`src/rtl/noise_sh.sv`:
```
// -----------------------------------------------------------------------------
// noise_sh -- sample-and-hold noise shaper with a shift-based one-pole lowpass.
//
// On each sample-rate tick (ena) the block counts toward a programmable hold
// period. When the period expires it captures a fresh noise word into `held`.
// In the following cycle the output `y` slews toward `held` by
// (held - y) >>> smooth, and out_valid pulses for one cycle.
//
// Ports:
//   clk        in   1      system clock
//   rst        in   1      asynchronous, active-high reset
//   ena        in   1      sample-rate tick, one cycle wide
//   noise_in   in   WIDTH  raw LFSR bits, treated as two's-complement signed
//   rate       in   DIVW   hold period minus 1, in ena ticks (0 = every tick)
//   smooth     in   4      lowpass shift k (0 = no smoothing)
//   out        out  WIDTH  shaped noise (signed), equal to internal y
//   out_valid  out  1      one-cycle pulse when out has been updated
//   dbg_state  out  1      FSM state (0 = IDLE, 1 = FILT) for checkers
//
// Handshake: ena is a strobe with no back-pressure. It is honoured only in
// IDLE; an ena that lands in FILT is dropped entirely, so upstream spaces ena
// at least 2 cycles apart. out_valid is a strobe with no ready.
// -----------------------------------------------------------------------------
module noise_sh #(
  parameter int WIDTH = 18,
  parameter int DIVW  = 16
) (
  input  logic             clk,
  input  logic             rst,
  input  logic             ena,
  input  logic [WIDTH-1:0] noise_in,
  input  logic [DIVW-1:0]  rate,
  input  logic [3:0]       smooth,
  output logic [WIDTH-1:0] out,
  output logic             out_valid,
  output logic             dbg_state
);

  typedef enum logic {
    IDLE = 1'b0,
    FILT = 1'b1
  } state_t;

  state_t           state_q, state_d;
  logic [DIVW-1:0]  cnt_q,   cnt_d;
  logic [WIDTH-1:0] held_q,  held_d;
  logic [WIDTH-1:0] y_q,     y_d;
  logic             vld_q,   vld_d;

  // One extra bit so held - y never overflows.
  logic signed [WIDTH:0] diff;
  logic signed [WIDTH:0] diff_sh;
  logic [WIDTH-1:0]      y_step;

  assign diff    = $signed({held_q[WIDTH-1], held_q}) - $signed({y_q[WIDTH-1], y_q});
  // Arithmetic shift floors toward -inf. The step magnitude never exceeds
  // |held - y|, so y stays between its old value and held and the WIDTH-bit
  // truncation of the sum is exact.
  assign diff_sh = diff >>> smooth;
  assign y_step  = y_q + WIDTH'(diff_sh);

  always_comb begin
    state_d = state_q;
    cnt_d   = cnt_q;
    held_d  = held_q;
    y_d     = y_q;
    vld_d   = 1'b0;
    case (state_q)
      IDLE: begin
        if (ena) begin
          // >= so that lowering rate below the current count captures on the
          // next tick rather than waiting for the counter to wrap.
          if (cnt_q >= rate) begin
            held_d = noise_in;
            cnt_d  = '0;
          end else begin
            cnt_d  = cnt_q + {{(DIVW-1){1'b0}}, 1'b1};
          end
          state_d = FILT;
        end
      end
      FILT: begin
        y_d     = y_step;
        vld_d   = 1'b1;
        state_d = IDLE;
      end
      default: state_d = IDLE;
    endcase
  end

  always_ff @(posedge clk or posedge rst) begin
    if (rst) begin
      state_q <= IDLE;
      cnt_q   <= '0;
      held_q  <= '0;
      y_q     <= '0;
      vld_q   <= 1'b0;
    end else begin
      state_q <= state_d;
      cnt_q   <= cnt_d;
      held_q  <= held_d;
      y_q     <= y_d;
      vld_q   <= vld_d;
    end
  end

  assign out       = y_q;
  assign out_valid = vld_q;
  assign dbg_state = state_q;

endmodule
```
`config.mk`:
```
export PLATFORM = sky130hd
export DESIGN_NAME = noise_sh
export DESIGN_NICKNAME = d
export VERILOG_FILES = /design/src/rtl/noise_sh.sv
export SDC_FILE = /design/constraint.sdc
export NUM_CORES = 1
export LEC_CHECK = 0
export ABC_CLOCK_PERIOD_IN_PS = 5100
export BUFFER_PORTS_ARGS = -buffer_cell sky130_fd_sc_hd__buf_2
export CAP_MARGIN = 20
export CORE_UTILIZATION = 30
export DETAILED_ROUTE_END_ITERATION = 16
export GPL_ROUTABILITY_DRIVEN = 0
export PLACE_DENSITY_LB_ADDON = 0.05
export SKIP_CTS_REPAIR_TIMING = 1
export SYNTH_ARGS = -nofsm -noshare
export SYNTH_HDL_FRONTEND = slang
export SYNTH_SLANG_ARGS = --single-unit
```
`constraint.sdc`:
```
create_clock -name clk -period 5.1 [get_ports clk]
set_input_delay 1.02 -clock clk [delete_from_list [all_inputs] [get_ports clk]]
set_output_delay 1.02 -clock clk [all_outputs]
set_load 0.03 [all_outputs]
```
==> run summary <==
Status -> complete, no violations
CP Max Fanout -> 5
Number of synthesized register bits -> 54
Final Setup Violations -> 0
Wirelength, routed -> 17.3 mm
Tcrit/Tclk final -> 0.964
Place WS -> -0.205 ns
Max rail drop VDD -> 0.000372 V
Core ar. -> 17500 um^2
Clock Skews -> 0.00911 ns
Final Util -> 0.400
Post-Syn Nets -> 746
Synthesized area per cell -> 8.38 um^2
Clock buffer depth -> 2
Worst hold path type -> reg -> reg
H-tree depth -> 2
Critical path class -> reg -> reg
Gate Count Post-Synth -> 651
Vias per cell -> 5.25
GRT Util Overall -> 0.192
Slew at the pin closest to its max-slew limit -> 0.874 ns
First-pass GRT wire length -> 27.6 mm
Nets -> 869
Antenna violations before repair -> 1
Register area -> 1350 um^2
CP endpoint kind -> flop
# diodes -> 0
CTS buffer count -> 5
Root buf cell -> clkbuf_16
Worst-skew pair later-pin latency -> 0.31 ns
Top post-synthesis cells by area -> dfrtp_1 (25%), ha_1 (12%), nand2_1 (4.2%), mux2_2 (4.1%), o21ai_0 (3.9%)
CP required -> 5.29 ns
Mapped Area -> 5460 um^2
Max-slew violation count -> 0
Clock Pin Slew Worst Setup and Hold Paths -> 0.08 ns
Buffers on Ports -> 60
Layout area overhead -> 28.6%
Final hold violations -> 0
Initial Utilization -> 0.311
Cell taking the most area after synthesis -> dfrtp_1
Slew HR -> 0.418
Synth async-reset ratio -> 1.00
Hold_ws -> 0.513 ns
DRC -> 0
Vias in the first global route -> 5234
CP arrival -> 5.11 ns
Die footprint -> 18700 um^2
Most frequent cells in the layout -> buf_4 (78), nand2_1 (61), buf_2 (60)
Largest net degree at the start of global routing -> 38
Library cells used by synthesis -> 66
Main synth FF type -> dfrtp_1
WL/cell -> 17.4 um
Synth top area share -> 0.248
Number of flops mapped to enable cells by yosys -> 0
CTS Sinks -> 54
Final worst setup slack -> 0.185 ns
Iter 0 DRT Violations -> 288
Setup crit start kind -> flop
Boundary Pins -> 61
Via count -> 5246
MaxCap Viol Count -> 0
Pwr Density -> 571 nW/um^2
CTS tree -> yes
Post-route ant nets -> 0
Total power -> 0.00401 W
Leakage power -> 3.43 nW
Rows -> 48
Min Tclk post-route -> 4.92 ns
Fraction of layout cells with a size suffix above 1 -> 0.311
Drt pass-1 iters -> 5
Seq/Total Area, Yosys -> 0.248
Most common cell after layout, fill and taps aside -> buf_4
Peak Freq -> 0.203 GHz
Die height -> 137 um
# fillers -> 1825
Post-DP HPWL -> 13.8 mm
Remaining global-route overflow -> 0
Area of the multi-input gates -> 4120 um^2
Die width -> 137 um
Warnings, synthesis -> 0
-- path summary, 6_finish.rpt --
check	start	endpoint	slack, ns	depth (start not counted)
setup / recovery	out[1]	out[17]	0.18	19
hold / removal	held_q[5]	held_q[5]	0.51	1
min in group asynchronous	rst	out[9]	0.70	2
hold reg to reg	held_q[5]	held_q[5]	0.51	1
max in group asynchronous	rst	out[7]	3.55	3
setup reg to reg	out[1]	out[17]	0.18	19
-- metrics by stage --
stage	instance area, um^2	TNS (ns)	cells
after global routing	7020	-0.103	999
final	7020	0	999
after global placement	6510	-0.188	984
after CTS	6650	-0.718	991
after detailed placement	6510	-0.487	984
after floorplan	5460	0	651
-- flip-flops by register name, summed over array words and instances (netlist names) --
name / count
dbg_state: 1
cnt_q: 16
held_q: 18
out: 18
out_valid: 1
-- report_power, final --
group | switching (W) | internal (W) | leakage [nW]
combinational | 0.00166 | 0.00138 | 2.67
sequential | 0.0000885 | 0.000528 | 0.694
clock | 0.000170 | 0.000181 | 0.0701
total | 0.00192 | 0.00209 | 3.43
-- critical path, cell delays in order, from the launching register on --
cell,delay (ns)
dfrtp_1,0.39
inv_1,0.12
ha_1,0.24
nor2b_1,0.14
o31a_1,0.32
o211a_1,0.28
o2111a_1,0.31
o21a_1,0.25
or4_1,0.52
a32o_1,0.30
a21oi_2,0.14
ha_1,0.27
o21a_1,0.21
nor2_4,0.24
nor4_4,0.08
o31ai_2,0.20
and3b_2,0.29
nor2_4,0.05
o21a_1,0.19
a32o_1,0.25
-- cell usage after synthesis (6+ instances only) --
cell type,number
inv_1,47
mux2_2,20
mux4_2,9
nor2b_1,6
a211oi_1,12
xor2_1,19
clkbuf_1,24
o21ai_0,42
nand2_1,61
o211a_1,6
nor2_1,50
a21o_1,19
o21a_1,14
nand2b_1,9
nand3_1,15
mux2i_1,13
a31oi_1,6
ha_1,52
nand4_1,8
nor3_1,22
dfrtp_1,54
xnor2_1,17
o211ai_1,6
a21oi_1,30
or2_2,6
-- layer usage --
metal	GRT usage	wire, um	up-vias	part of all wire
li1	-	-	2615	-
met1	0.274	8680	2519	0.50
met2	0.304	7900	95	0.46
met3	0.0270	533	15	0.031
met4	0.0421	214	2	0.012
met5	0	13	-	0.00075
-- area by class of cell --
| type | instances | area share |
|---|---|---|
| clock buffer | 5 | 0.0178 |
| tap | 225 | 0.0401 |
| multi-input combinational | 522 | 0.588 |
| inverter | 49 | 0.0262 |
| clock inverter | 2 | 0.00196 |
| timing repair buffer | 142 | 0.134 |
| sequential | 54 | 0.193 |
-- cell families (layout without fill, tap and decap cells) --
kind of cell / count (synthesis) / count (layout) / share of synthesized area
AND/OR/NAND/NOR: 204 / 204 / 0.179
multiplexers: 42 / 42 / 0.102
adder cells (fa/ha/maj): 54 / 54 / 0.127
buffers and inverters: 75 / 198 / 0.0516
AO/OA/AOI/OAI: 186 / 186 / 0.235
flip-flops: 54 / 54 / 0.248
XOR/XNOR: 36 / 36 / 0.0578
No activity file was read; power rests on OpenSTA's default activity.
